$ cat src/rtl/fpu_wb_sequencer.sv
// fpu_wb_sequencer
// Wishbone-slave command sequencer for the single-precision FPU datapath.
// Firmware loads operands and an opcode, then sets CTRL.start. The block
// pulses the FPU unit reset and waits for done, or for a timeout on adds.
// It then captures the result and flags and can raise a level interrupt.
// Wishbone transfers are classic single-cycle-ack: ack rises one cycle
// after the request is seen. The transfer commits on the following edge,
// where the master samples ack high.
module fpu_wb_sequencer #(
    parameter logic [31:0] BASE_ADR = 32'h3000_0000,
    parameter int          TIMEOUT  = 64
) (
    input  logic        wb_clk_i,
    input  logic        wb_rst_ni,
    input  logic        wbs_stb_i,
    input  logic        wbs_cyc_i,
    input  logic        wbs_we_i,
    input  logic [3:0]  wbs_sel_i,
    input  logic [31:0] wbs_adr_i,
    input  logic [31:0] wbs_dat_i,
    output logic        wbs_ack_o,
    output logic [31:0] wbs_dat_o,
    output logic [31:0] fpu_a,
    output logic [31:0] fpu_b,
    output logic [2:0]  fpu_opcode,
    output logic        fpu_rst_n,
    input  logic [31:0] fpu_result,
    input  logic [8:0]  fpu_flags,
    output logic        irq_o
);

    typedef enum logic [1:0] {
        IDLE = 2'd0,
        CLR  = 2'd1,
        RUN  = 2'd2,
        CAPT = 2'd3
    } state_t;

    localparam logic [2:0] OPC_ADD  = 3'd0;
    localparam logic [2:0] OPC_CMP  = 3'd4;
    localparam logic [7:0] CNT_LAST = 8'(TIMEOUT - 1);

    // Merge write data into a register under the Wishbone byte enables
    function automatic logic [31:0] merge_bytes(input logic [31:0] old_val,
                                                input logic [31:0] new_val,
                                                input logic [3:0]  sel);
        logic [31:0] res;
        for (int i = 0; i < 4; i++) begin
            res[i*8 +: 8] = sel[i] ? new_val[i*8 +: 8] : old_val[i*8 +: 8];
        end
        return res;
    endfunction

    state_t      state_q, state_d;
    logic [7:0]  cnt_q;
    logic        irq_en_q;
    logic        done_q, timeout_q, bad_op_q, wr_busy_q;
    logic [31:0] result_q;
    logic [8:0]  flags_q;
    logic [31:0] rdata;

    logic hit_opa, hit_opb, hit_ctrl, hit_stat, hit_res;
    logic bus_req, rd_phase, wr_commit;
    logic busy, wr_cfg, busy_wr, cfg_wr_ok, w1c_stat;
    logic start_req, op_ok, start_go, start_bad;
    logic capture, time_out;

    // Exact word decode; anything else reads 0 and ignores writes.
    assign hit_opa  = (wbs_adr_i == BASE_ADR);
    assign hit_opb  = (wbs_adr_i == BASE_ADR + 32'h04);
    assign hit_ctrl = (wbs_adr_i == BASE_ADR + 32'h08);
    assign hit_stat = (wbs_adr_i == BASE_ADR + 32'h0C);
    assign hit_res  = (wbs_adr_i == BASE_ADR + 32'h10);

    assign bus_req   = wbs_stb_i & wbs_cyc_i;
    assign rd_phase  = bus_req & ~wbs_ack_o & ~wbs_we_i;
    assign wr_commit = bus_req & wbs_ack_o & wbs_we_i;

    assign busy      = (state_q != IDLE);
    assign wr_cfg    = wr_commit & (hit_opa | hit_opb | hit_ctrl);
    assign busy_wr   = wr_cfg & busy;
    assign cfg_wr_ok = wr_cfg & ~busy;
    assign w1c_stat  = wr_commit & hit_stat;

    // The opcode checked at start is the one written alongside the start bit.
    assign start_req = cfg_wr_ok & hit_ctrl & wbs_dat_i[8];
    assign op_ok     = (wbs_dat_i[2:0] == OPC_ADD) || (wbs_dat_i[2:0] == OPC_CMP);
    assign start_go  = start_req & op_ok;
    assign start_bad = start_req & ~op_ok;

    assign irq_o = irq_en_q & (done_q | timeout_q | bad_op_q);

    // Wishbone ack: one registered pulse per request, never back-to-back
    always_ff @(posedge wb_clk_i or negedge wb_rst_ni) begin
        if (!wb_rst_ni) begin
            wbs_ack_o <= 1'b0;
        end else begin
            wbs_ack_o <= bus_req & ~wbs_ack_o;
        end
    end

    // Register read mux
    always_comb begin
        rdata = 32'h0;
        if (hit_opa) begin
            rdata = fpu_a;
        end else if (hit_opb) begin
            rdata = fpu_b;
        end else if (hit_ctrl) begin
            rdata = {22'h0, irq_en_q, 1'b0, 5'h0, fpu_opcode};
        end else if (hit_stat) begin
            rdata = {15'h0, flags_q, 3'h0, wr_busy_q, bad_op_q, timeout_q, done_q, busy};
        end else if (hit_res) begin
            rdata = result_q;
        end
    end

    // Read data is loaded as ack rises so it is valid while ack is high
    always_ff @(posedge wb_clk_i or negedge wb_rst_ni) begin
        if (!wb_rst_ni) begin
            wbs_dat_o <= 32'h0;
        end else begin
            wbs_dat_o <= rd_phase ? rdata : 32'h0;
        end
    end

    // FSM state register
    always_ff @(posedge wb_clk_i or negedge wb_rst_ni) begin
        if (!wb_rst_ni) begin
            state_q <= IDLE;
        end else begin
            state_q <= state_d;
        end
    end

    // FSM next state plus capture / timeout strobes
    always_comb begin
        state_d  = state_q;
        capture  = 1'b0;
        time_out = 1'b0;
        case (state_q)
            IDLE: begin
                if (start_go) begin
                    state_d = CLR;
                end
            end
            CLR: begin
                state_d = RUN;
            end
            RUN: begin
                // Compare is combinational in the FPU, so one RUN cycle suffices.
                if (fpu_opcode == OPC_CMP) begin
                    state_d = CAPT;
                end else if (fpu_flags[8]) begin
                    state_d = CAPT;
                end else if (cnt_q == CNT_LAST) begin
                    state_d  = IDLE;
                    time_out = 1'b1;
                end
            end
            CAPT: begin
                state_d = IDLE;
                capture = 1'b1;
            end
            default: begin
                state_d = IDLE;
            end
        endcase
    end

    // RUN cycle counter, zeroed while the FPU is held in reset
    always_ff @(posedge wb_clk_i or negedge wb_rst_ni) begin
        if (!wb_rst_ni) begin
            cnt_q <= 8'h0;
        end else if (state_q == CLR) begin
            cnt_q <= 8'h0;
        end else if (state_q == RUN) begin
            cnt_q <= cnt_q + 8'h1;
        end
    end

    // FPU unit reset: low under block reset and for the single CLR cycle
    always_ff @(posedge wb_clk_i or negedge wb_rst_ni) begin
        if (!wb_rst_ni) begin
            fpu_rst_n <= 1'b0;
        end else begin
            fpu_rst_n <= (state_d != CLR);
        end
    end

    // Configuration registers; writes while busy are dropped
    always_ff @(posedge wb_clk_i or negedge wb_rst_ni) begin
        if (!wb_rst_ni) begin
            fpu_a      <= 32'h0;
            fpu_b      <= 32'h0;
            fpu_opcode <= 3'h0;
            irq_en_q   <= 1'b0;
        end else if (cfg_wr_ok) begin
            if (hit_opa) begin
                fpu_a <= merge_bytes(fpu_a, wbs_dat_i, wbs_sel_i);
            end
            if (hit_opb) begin
                fpu_b <= merge_bytes(fpu_b, wbs_dat_i, wbs_sel_i);
            end
            if (hit_ctrl) begin
                fpu_opcode <= wbs_dat_i[2:0];
                irq_en_q   <= wbs_dat_i[9];
            end
        end
    end

    // Sticky status bits; hardware set takes priority over firmware clear
    always_ff @(posedge wb_clk_i or negedge wb_rst_ni) begin
        if (!wb_rst_ni) begin
            done_q    <= 1'b0;
            timeout_q <= 1'b0;
            bad_op_q  <= 1'b0;
            wr_busy_q <= 1'b0;
        end else begin
            if (capture) begin
                done_q <= 1'b1;
            end else if (start_go || (w1c_stat && wbs_dat_i[1])) begin
                done_q <= 1'b0;
            end
            if (time_out) begin
                timeout_q <= 1'b1;
            end else if (start_go || (w1c_stat && wbs_dat_i[2])) begin
                timeout_q <= 1'b0;
            end
            if (start_bad) begin
                bad_op_q <= 1'b1;
            end else if (w1c_stat && wbs_dat_i[3]) begin
                bad_op_q <= 1'b0;
            end
            if (busy_wr) begin
                wr_busy_q <= 1'b1;
            end else if (w1c_stat && wbs_dat_i[4]) begin
                wr_busy_q <= 1'b0;
            end
        end
    end

    // Result and flag capture; a timeout leaves both zeroed
    always_ff @(posedge wb_clk_i or negedge wb_rst_ni) begin
        if (!wb_rst_ni) begin
            result_q <= 32'h0;
            flags_q  <= 9'h0;
        end else if (capture) begin
            result_q <= fpu_result;
            flags_q  <= {1'b1, fpu_flags[7:0]};
        end else if (time_out) begin
            result_q <= 32'h0;
            flags_q  <= 9'h0;
        end
    end

endmodule

$ cat config.mk
export PLATFORM = sky130hd
export DESIGN_NAME = fpu_wb_sequencer
export DESIGN_NICKNAME = d
export VERILOG_FILES = /design/src/rtl/fpu_wb_sequencer.sv
export SDC_FILE = /design/constraint.sdc
export NUM_CORES = 1
export LEC_CHECK = 0
export ABC_AREA = 1
export BUFFER_PORTS_ARGS = -buffer_cell sky130_fd_sc_hd__buf_2
export CAP_MARGIN = 20
export CORE_ASPECT_RATIO = 1.5
export CORE_MARGIN = 2
export CORE_UTILIZATION = 52
export CTS_CLUSTER_SIZE = 20
export DETAILED_ROUTE_END_ITERATION = 10
export GPL_TIMING_DRIVEN = 1
export PLACE_DENSITY = 0.8
export SLEW_MARGIN = 20
export SYNTH_ARGS = -nofsm -noshare
export SYNTH_HDL_FRONTEND = slang
export SYNTH_SLANG_ARGS = --single-unit
$ cat constraint.sdc
create_clock -name wb_clk_i -period 2.05 [get_ports wb_clk_i]
set_input_delay 0.1025 -clock wb_clk_i [delete_from_list [all_inputs] [get_ports wb_clk_i]]
set_output_delay 0.1025 -clock wb_clk_i [all_outputs]
set_load 0.05 [all_outputs]
==> metrics.md, run 1 <==
| Metric | Value |
|---|---|
| Final wirelength | 22.53 mm |
| Synthesized area | 7423 sq um |
| Pin count of the biggest net entering global routing | 60 |
| Slew HR | 0.6671 |
| FFs w/ async S/R, synth | 1.000 |
| Post-route ant nets | 0 |
| DR pass1 iterations | 5 |
| Area Overhead vs Synth | 36.37% |
| GRT Total Usage | 0.3063 |
| Critical path peak fanout | 16 |
| Worst Reg-to-Reg Cells | 7 |
| Post-route DRC | 0 |
| Pre-CTS setup slack | 0.1431 ns |
| Worst slew pin tran | 0.4982 ns |
| TNS Setup | 0 ns |
| Unique masters post-synth | 36 |
| MaxCap Viol Count | 0 |
| Slew Viols, Final | 0 |
| Vias in the first global route | 7489 |
| # IOs | 216 |
| H-tree depth reported by CTS | 4 |
| Most used DFF post-synth | dfrtp_1 |
| Worst Skew | 0.007569 ns |
| Critical path endpoint category | flop |
| Power Dens Cells | 642.6 nW/um^2 |
| Max stage delay cell, worst path | dlygate4sd3_1 |
| Fin worst setup slack | 0.1133 ns |
| PortBufs | 215 |
| Critical Path, Cell by Cell | dlygate4sd3_1 -> buf_2 -> nand2_1 -> dlygate4sd3_1 -> nor2_1 -> nand2_1 -> inv_1 -> buf_4 -> o2111ai_1 -> nor2_1 |
| Status | completed |
| Via count | 7414 |
| Hold slack | 0.09368 ns |
| Peak VDD IR | 0.6154 mV |
| Number of vias per cell | 5.181 |
| Leakage | 5.596 nW |
| Max Root-Sink Buffers | 2 |
| Kind of critical path | input pin to flop |
| Worst setup SP type | input pin |
| Final setup fails | 0 |
| Post-synth EDFFs | 0 |
| Die area | 15270 sq um |
| CP required | 2.37 ns |
| Max frequency | 516.3 MHz |
| Root Driver | clkbuf_16 |
| Hold_sp | fpu_flags[8] |
| R2r setup slk | 0.25 ns |
| Worst R2R Start | cnt_q[0]$_DFFE_PN0P_ |
| Core Box Area | 13990 sq um |
| Slowest stage delay, CP | 0.56 ns |
| R2R Path End | result_q[5]$_DFFE_PN0P_ |
| Top delay family on crit path | buffers and inverters |
| Final HPWL DP | 15.04 mm |
| Die Ht | 150.3 microns |
| Fin nets | 1344 |
| DR WL/cell | 15.74 microns |
| Final Hold Fails | 0 |
| Tmin final | 1.937 ns |
| Die width | 101.6 microns |
| Yosys warning total | 0 |
| Share of cells above drive strength 1 | 0.2377 |
| Cells after synthesis | 929 |
| Hold Path Depth | 5 |
| Worst min path class | input pin to flop |
| Cts bufs inserted | 17 |
| Syn nets | 1049 |
| Crit path DAT | 2.26 ns |
| Worst-skew pair later-pin latency | 0.42 ns |
| First-pass GRT wire length | 36.02 mm |
| RSZ-0062 raised after global routing | false |
| WP buf/inv | 5 |
| Routability cong. | 0.8961 |
| Tot Pwr | 0.006505 W |
| Clk sinks | 157 |
| WHS Endpoint | state_q[0]$_DFF_PN0_ |
| Row Count | 53 |
| Sequential area share after synthesis | 0.5292 |
| Initial antenna violation count | 2 |
| Worst-path clk slew | 0.06 ns |
| FF+latch count, synth | 157 |
| Number of gates resized after cts | 0 |
| Initial DRC Count | 452 |
| Fin crit share | 0.9447 |
| GRT overflow | 0 |
| TritonCTS clock tree | built |
| Syn avg cell area | 7.991 sq um |
| Starting Density | 0.5305 |
state kept, by name, indices dropped and copies added, names as in the netlist:
name,flops
fpu_a,32
fpu_b,32
result_q,32
wbs_dat_o,32
flags_q,9
cnt_q,8
fpu_opcode,3
state_q,2
bad_op_q,1
done_q,1
fpu_rst_n,1
irq_en_q,1
timeout_q,1
wbs_ack_o,1
wr_busy_q,1
synthesized netlist by cell type (2+ instances only):
cell type / instances / area [sq um]
nand2_1: 236 / 885.9
inv_1: 159 / 596.8
dfrtp_1: 157 / 3929
nor2_1: 123 / 461.7
o21ai_0: 55 / 275.3
nand3_1: 46 / 230.2
o21ai_1: 32 / 160.2
clkbuf_1: 21 / 78.83
a31oi_1: 15 / 93.84
nand2_2: 9 / 56.30
a21oi_1: 7 / 35.03
buf_2: 7 / 35.03
a41oi_1: 6 / 52.55
ha_1: 6 / 75.07
nor3_1: 6 / 30.03
o2bb2ai_1: 5 / 43.79
buf_6: 4 / 45.04
nand4_1: 4 / 25.02
nand4_2: 4 / 50.05
nand4_4: 4 / 85.08
a211oi_1: 3 / 22.52
buf_1: 3 / 11.26
nor2_2: 2 / 12.51
nor3_4: 2 / 32.53
o2111ai_1: 2 / 17.52
through the flow:
step | util | std cells | area (sq um)
after floorplan | - | 929 | 7423
after global routing | 0.7233 | 1430 | 10120
after CTS | 0.7232 | 1429 | 10120
after global placement | 0.6285 | 1321 | 8793
after detailed placement | 0.6285 | 1321 | 8793
final | 0.7235 | 1431 | 10120
power by group:
part | leakage (nW) | internal (W) | switching [W]
Combinational | 3.33 | 0.000203 | 0.000191
Sequential | 2.00 | 0.00310 | 0.000000719
Clock | 0.270 | 0.00169 | 0.00132
final cells by class:
cell class / count / area, sq um
fill: 1011 / 3869
timing repair buffer: 311 / 2043
inverter: 160 / 600.6
clock inverter: 14 / 135.1
tap: 192 / 240.2
antenna: 2 / 5.005
sequential: 157 / 3929
multi-input combinational: 577 / 2741
clock buffer: 18 / 429.2
how the worst max path moves through the flow:
stage	start	endpoint	slack (ns)	cells past startpoint
2_1_floorplan	wbs_ack_o$_DFF_PN0_	fpu_rst_n$_DFF_PN0_	0.1	10
4_1_cts	wbs_cyc_i	wbs_dat_o[9]$_DFF_PN0_	0.17	10
5_1_grt	wbs_cyc_i	wbs_dat_o[13]$_DFF_PN0_	0.04	10
6_report	wbs_cyc_i	wbs_dat_o[9]$_DFF_PN0_	0.11	10
3_3_place_gp	wbs_adr_i[25]	wbs_dat_o[2]$_DFF_PN0_	0.20	13
3_5_place_dp	wbs_adr_i[27]	fpu_b[31]$_DFFE_PN0P_	0.14	11
what timing repair did:
item	4_1_cts	5_1_grt
hold buffers	76	0
buffers inserted	0	0
hold endpoints to repair	155	0
worst min-delay path: cells and delay by family:
kind | cells | cell delay [ns]
buffers and inverters | 1 | 0.09
AND/OR/NAND/NOR | 3 | 0.21
AO/OA/AOI/OAI | 1 | 0.06
cells in the final DEF, fill, tap and decap left out, drive strengths merged, types with 3 or more instances in the layout:
| cell | count |
|---|---|
| a31oi | 15 |
| clkinv | 5 |
| dfrtp | 157 |
| buf | 235 |
| nand4 | 12 |
| nand3 | 47 |
| ha | 6 |
| nor3 | 8 |
| dlygate4sd3 | 76 |
| a21oi | 7 |
| o21ai | 87 |
| o2bb2ai | 5 |
| a211oi | 3 |
| inv | 165 |
| nand2 | 245 |
| clkbuf | 18 |
| nor2 | 126 |
| a41oi | 6 |
| clkinvlp | 3 |
kinds of logic (layout without fill, tap and decap cells):
logic type               after synthesis  count (layout)  synth area share
AO/OA/AOI/OAI                        128             128           0.09742
flip-flops                           157             157            0.5292
buffers and inverters                195             503            0.1038
adder cells (fa/ha/maj)                6               6           0.01011
AND/OR/NAND/NOR                      442             442            0.2582
XOR/XNOR                               1               1          0.001180
other                                  0               2                 0
layer usage:
layer / GRT usage / vias up / wire length (microns)
met5: 0 / - / 13
li1: - / 3479 / -
met1: 0.3501 / 3497 / 8258
met2: 0.5280 / 350 / 11690
met3: 0.07567 / 86 / 1625
met4: 0.1507 / 2 / 937
Note: power is estimated with default switching activity, not from simulation.
==> run 2: changes to the inputs <==
--- a/config.mk
+++ b/config.mk
@@ -9,13 +9,12 @@
 export BUFFER_PORTS_ARGS = -buffer_cell sky130_fd_sc_hd__buf_2
 export CAP_MARGIN = 20
 export CORE_ASPECT_RATIO = 1.5
-export CORE_MARGIN = 2
+export CORE_MARGIN = 10
 export CORE_UTILIZATION = 52
 export CTS_CLUSTER_SIZE = 20
 export DETAILED_ROUTE_END_ITERATION = 10
 export GPL_TIMING_DRIVEN = 1
 export PLACE_DENSITY = 0.8
-export SLEW_MARGIN = 20
 export SYNTH_ARGS = -nofsm -noshare
 export SYNTH_HDL_FRONTEND = slang
 export SYNTH_SLANG_ARGS = --single-unit
==> metrics.md, run 2 (synthesized netlist as in run 1, its figures left out) <==
| Metric | Value |
|---|---|
| Status | completed (unchanged) |
| R2r setup slk | 0.15 ns (was 0.25 ns) |
| Tot Pwr | 0.006536 W (was 0.006505 W) |
| Tmin final | 1.914 ns (was 1.937 ns) |
| Critical path startpoint | wbs_cyc_i (unchanged) |
| Die Ht | 166.3 microns (was 150.3 microns) |
| FF+latch area | 3929 sq um (unchanged) |
| Final setup fails | 0 (unchanged) |
| Slew HR | 0.5552 (was 0.6671) |
| Starting Density | 0.5305 (unchanged) |
| Total setup buffers inserted after CTS | 0 (unchanged) |
| Share of cells above drive strength 1 | 0.2391 (was 0.2377) |
| Area Overhead vs Synth | 37.22% (was 36.37%) |
| TNS Setup | 0 ns (unchanged) |
| Critical path endpoint category | flop (unchanged) |
| Post-route DRC | 0 (unchanged) |
| Core Box Area | 13990 sq um (unchanged) |
| Vias in the first global route | 7804 (was 7489) |
| Total length of routed met3 wires | 1.998 mm (was 1.625 mm) |
| Worst min path class | input pin to flop (unchanged) |
| Die area | 19550 sq um (was 15270 sq um) |
| Die width | 117.6 microns (was 101.6 microns) |
| Initial antenna violation count | 6 (was 2) |
| Fin crit share | 0.9337 (was 0.9447) |
| Peak VDD IR | 0.5061 mV (was 0.6154 mV) |
| Cts bufs inserted | 17 (unchanged) |
| Commonest cells after routing, fill and taps aside | nand2_1, buf_2, inv_1, dfrtp_1, nor2_1 (unchanged) |
| Worst setup SP type | input pin (unchanged) |
| GRT overflow | 0 (unchanged) |
| Worst-skew pair later-pin latency | 0.42 ns (about the same) |
| Initial DRC Count | 474 (was 452) |
| Met2 wire len | 12.60 mm (was 11.69 mm) |
| R2R Path End | fpu_b[12]$_DFFE_PN0P_ (was result_q[5]$_DFFE_PN0P_) |
| Root Driver | clkbuf_16 (unchanged) |
| Fin worst setup slack | 0.1360 ns (was 0.1133 ns) |
| Leakage | 5.615 nW (was 5.596 nW) |
| Fillers | 1012 (was 1011) |
| Worst slew pin tran | 0.6671 ns (was 0.4982 ns) |
| MaxCap Viol Count | 0 (unchanged) |
| Crit path capture | wbs_dat_o[16]$_DFF_PN0_ (was wbs_dat_o[9]$_DFF_PN0_) |
| Pin count of the biggest net entering global routing | 68 (was 60) |
| Routability cong. | 0.9351 (was 0.8961) |
| DR pass1 iterations | 5 (unchanged) |
| Worst-path clk slew | 0.06 ns (about the same) |
| Number of vias per cell | 5.160 (was 5.181) |
| TritonCTS clock tree | built (unchanged) |
| Pre-CTS setup slack | 0.2089 ns (was 0.1431 ns) |
| Final HPWL DP | 16.98 mm (was 15.04 mm) |
| Worst R2R Start | state_q[0]$_DFF_PN0_ (was cnt_q[0]$_DFFE_PN0P_) |
| Max Root-Sink Buffers | 2 (unchanged) |
| Crit path DAT | 2.24 ns (was 2.26 ns) |
| Slew Viols, Final | 0 (unchanged) |
| First-pass GRT wire length | 39.75 mm (was 36.02 mm) |
| Top Metal Used | met4 (was met5) |
| Area of the multi-input gates | 2744 sq um (was 2741 sq um) |
| Kind of critical path | input pin to flop (unchanged) |
| Post-route ant nets | 0 (unchanged) |
| Fin nets | 1345 (was 1344) |
| Clk sinks | 157 (unchanged) |
| DR WL/cell | 17.19 microns (was 15.74 microns) |
| Final wirelength | 24.69 mm (was 22.53 mm) |
| Worst Skew | 0.009303 ns (was 0.007569 ns) |
| CP required | 2.38 ns (was 2.37 ns) |
| Row Count | 53 (unchanged) |
| Power Dens Cells | 641.7 nW/um^2 (was 642.6 nW/um^2) |
| Worst Reg-to-Reg Cells | 6 (was 7) |
| Via count | 7410 (was 7414) |
| Metal-1 WL | 9.106 mm (was 8.258 mm) |
| PortBufs | 215 (unchanged) |
| Max frequency | 522.5 MHz (was 516.3 MHz) |
| Critical path peak fanout | 31 (was 16) |
| Leading cell type in the layout, fill and taps excluded | nand2_1 (unchanged) |
| H-tree depth reported by CTS | 4 (unchanged) |
| GRT Total Usage | 0.2501 (was 0.3063) |
| RSZ-0062 raised after global routing | false (unchanged) |
| # IOs | 216 (unchanged) |
| Final Hold Fails | 0 (unchanged) |
run 2: through the flow:
step                      utilization  hold slack [ns]  std cells  cell area, sq um
after floorplan                     -          -0.1931        929              7423
after global placement         0.6317           0.1522       1322              8838
after detailed placement       0.6317           0.1634       1322              8838
after CTS                      0.7265          0.07495       1430             10160
after global routing           0.7276          0.09330       1434             10180
final                          0.7280          0.09057       1436             10190
run 2: report_power, final:
group	internal [W]	switching [W]	leakage, nW	total, W
clock network	0.00170	0.00134	0.267	0.00304
logic	0.000206	0.000193	3.35	0.000399
registers	0.00310	0.000000805	2.00	0.00310
run 2: cell type report:
type / count / share of cell area
Timing Repair Buffer: 312 / 0.2054
Antenna cell: 6 / 0.001474
Sequential cell: 157 / 0.3857
Multi-Input combinational cell: 577 / 0.2694
Inverter: 160 / 0.05896
Clock inverter: 14 / 0.01339
Clock buffer: 18 / 0.04213
Tap cell: 192 / 0.02358
run 2: timing repair:
item	in CTS	in global routing
endpoints found under the setup margin	0	28
resized for setup	0	2
hold endpoints to repair	169	0
hold buffers	76	0
run 2: worst min-delay path by stage:
stage | startpoint | endpoint | slack (ns) | cells past startpoint
after floorplan | wb_rst_ni | bad_op_q$_DFFE_PN0P_ | -0.19 | 0
final | fpu_flags[8] | state_q[0]$_DFF_PN0_ | 0.09 | 5
after global routing | fpu_flags[8] | state_q[0]$_DFF_PN0_ | 0.09 | 5
after CTS | fpu_flags[8] | state_q[0]$_DFF_PN0_ | 0.07 | 5
after detailed placement | wb_rst_ni | fpu_a[22]$_DFFE_PN0P_ | 0.16 | 1
after global placement | wb_rst_ni | wbs_dat_o[22]$_DFF_PN0_ | 0.15 | 1
run 2: critical path, stage by stage:
cell           delay (ns)
dlygate4sd3_1        0.52
buf_2                0.09
nand2_1              0.06
dlygate4sd3_1        0.56
nor2_1               0.14
nand2_1              0.09
inv_1                0.08
buf_6                0.27
o21ai_0              0.14
a41oi_1              0.20
run 2: per-layer routing:
layer,vias to the layer above,global-route usage
li1,3492,-
met1,3473,0.2673
met2,383,0.4374
met3,62,0.07486
met4,0,0.1246
met5,-,0
==> run 3: changes to the inputs <==
--- a/config.mk
+++ b/config.mk
@@ -9,7 +9,6 @@
 export BUFFER_PORTS_ARGS = -buffer_cell sky130_fd_sc_hd__buf_2
 export CAP_MARGIN = 20
 export CORE_ASPECT_RATIO = 1.5
-export CORE_MARGIN = 10
 export CORE_UTILIZATION = 52
 export CTS_CLUSTER_SIZE = 20
 export DETAILED_ROUTE_END_ITERATION = 10
==> metrics.md, run 3 (synthesized netlist as in run 1, its figures left out) <==
| Metric | Value |
|---|---|
| Die width | 99.56 microns (was 117.6 microns) |
| Pin count of the biggest net entering global routing | 52 (was 68) |
| H-tree depth reported by CTS | 4 (unchanged) |
| Critical path endpoint category | flop (unchanged) |
| Initial antenna violation count | 1 (was 6) |
| Root Driver | clkbuf_16 (unchanged) |
| Worst-skew pair later-pin latency | 0.42 ns (about the same) |
| Cts bufs inserted | 17 (unchanged) |
| Status | completed (unchanged) |
| Final HPWL DP | 14.99 mm (was 16.98 mm) |
| Worst Skew | 0.01143 ns (was 0.009303 ns) |
| Worst-path clk slew | 0.06 ns (about the same) |
| Final setup fails | 0 (unchanged) |
| Power Dens Cells | 645.8 nW/um^2 (was 641.7 nW/um^2) |
| Max frequency | 506.9 MHz (was 522.5 MHz) |
| Commonest cells after routing, fill and taps aside | nand2_1, buf_2, inv_1, dfrtp_1, nor2_1 (unchanged) |
| Post-route DRC | 0 (unchanged) |
| # IOs | 216 (unchanged) |
| Post-route ant nets | 0 (unchanged) |
| Via count | 7396 (was 7410) |
| Final Hold Fails | 0 (unchanged) |
| Clk sinks | 157 (unchanged) |
| Routability cong. | 0.8919 (was 0.9351) |
| Peak VDD IR | 0.5844 mV (was 0.5061 mV) |
| Kind of critical path | input pin to flop (unchanged) |
| Number of vias per cell | 5.172 (was 5.160) |
| Die Ht | 148.3 microns (was 166.3 microns) |
| DR WL/cell | 15.58 microns (was 17.19 microns) |
| Share of cells above drive strength 1 | 0.2393 (was 0.2391) |
| Starting Density | 0.5305 (unchanged) |
| GRT overflow | 0 (unchanged) |
| Worst setup SP type | input pin (unchanged) |
| Tmin final | 1.973 ns (was 1.914 ns) |
| CP required | 2.38 ns (about the same) |
| Final wirelength | 22.28 mm (was 24.69 mm) |
| Slew Viols, Final | 0 (unchanged) |
| Fin crit share | 0.9623 (was 0.9337) |
| Worst slew pin tran | 0.4945 ns (was 0.6671 ns) |
| MaxCap Viol Count | 0 (unchanged) |
| Critical path peak fanout | 31 (unchanged) |
| Crit path DAT | 2.31 ns (was 2.24 ns) |
| Total setup buffers inserted after CTS | 0 (unchanged) |
| Worst min path class | input pin to flop (unchanged) |
| GRT Total Usage | 0.3140 (was 0.2501) |
| TritonCTS clock tree | built (unchanged) |
| TNS Setup | 0 ns (unchanged) |
| DR pass1 iterations | 5 (unchanged) |
| Fin nets | 1345 (unchanged) |
| Core Box Area | 13990 sq um (unchanged) |
| Vias in the first global route | 7502 (was 7804) |
| Die area | 14770 sq um (was 19550 sq um) |
| Row Count | 53 (unchanged) |
| PortBufs | 215 (unchanged) |
| Leakage | 5.604 nW (was 5.615 nW) |
| First-pass GRT wire length | 35.47 mm (was 39.75 mm) |
| Leading cell type in the layout, fill and taps excluded | nand2_1 (unchanged) |
| Design Area, Final | 10140 sq um (was 10190 sq um) |
| Initial DRC Count | 402 (was 474) |
| Area Overhead vs Synth | 36.56% (was 37.22%) |
| Max Root-Sink Buffers | 2 (unchanged) |
| Post-DP Area | 8788 sq um (was 8838 sq um) |
| Slew HR | 0.6703 (was 0.5552) |
-- run 3: cell count changes in the layout (fill, tap and decap cells not counted), sizes merged --
cell      before  now
clkbuf        18   20
clkinv         4    7
clkinvlp       4    1
diode          6    1
inv          165  162
-- run 3: power breakdown --
part / internal [W] / switching (W) / leakage [nW]
Clock: 0.00177 / 0.00128 / 0.283
Sequential: 0.00310 / 0.000000821 / 2.00
Combinational: 0.000203 / 0.000189 / 3.32
-- run 3: final timing paths --
kind	start	to	slack, ns	cells after the start
min reg2reg	wbs_ack_o$_DFF_PN0_	wbs_ack_o$_DFF_PN0_	0.48	1
min	fpu_flags[8]	state_q[0]$_DFF_PN0_	0.12	5
min in group asynchronous	wb_rst_ni	result_q[24]$_DFFE_PN0P_	0.18	2
max reg2reg	cnt_q[0]$_DFFE_PN0P_	flags_q[4]$_DFFE_PN0P_	0.20	8
max	wbs_stb_i	wbs_dat_o[19]$_DFF_PN0_	0.08	10
max in group asynchronous	wb_rst_ni	fpu_b[21]$_DFFE_PN0P_	1.15	3
-- run 3: critical path, cell delays in order --
cell and delay, ns:
dlygate4sd3_1 0.52, buf_2 0.11, nand2_1 0.08, dlygate4sd3_1 0.58, nor2_1 0.15, nand2_1 0.09
inv_1 0.09, buf_8 0.24, o21ai_0 0.15, a31oi_1 0.18
-- run 3: metal layers --
metal  track usage  up-vias  part of all wire
met1        0.3368     3445              0.36
met3       0.08224       90             0.072
met2        0.5587      380              0.52
met4        0.1713        0             0.043
met5             0        -                 0
li1              -     3481                 -
-- run 3: cell type report --
type,count,area [sq um]
sequential,157,3929
antenna,1,2.502
timing repair buffer,312,2046
clock inverter,11,108.9
inverter,160,600.6
multi-input combinational,577,2744
tap,192,240.2
fill,1039,3855
clock buffer,20,466.7
-- run 3: timing repair --
item / in CTS / in global routing
endpoints found under the setup margin: 0 / 23
hold endpoints to repair: 152 / 0
gates resized for setup: 0 / 3
hold buffers: 76 / 0
-- run 3: metrics by stage --
stage / utilization / total power (W) / worst slack (ns) / instances / hold WS [ns]
2_1_floorplan: - / 0.003216 / 0.09824 / 929 / -0.1931
3_3_place_gp: 0.6281 / 0.003429 / 0.1484 / 1322 / 0.07167
3_5_place_dp: 0.6281 / 0.003431 / 0.1030 / 1322 / 0.07234
4_1_cts: 0.7236 / 0.006575 / 0.08779 / 1429 / 0.1058
5_1_grt: 0.7245 / 0.006756 / -0.0003435 / 1430 / 0.1362
6_report: 0.7245 / 0.006546 / 0.07736 / 1430 / 0.1156
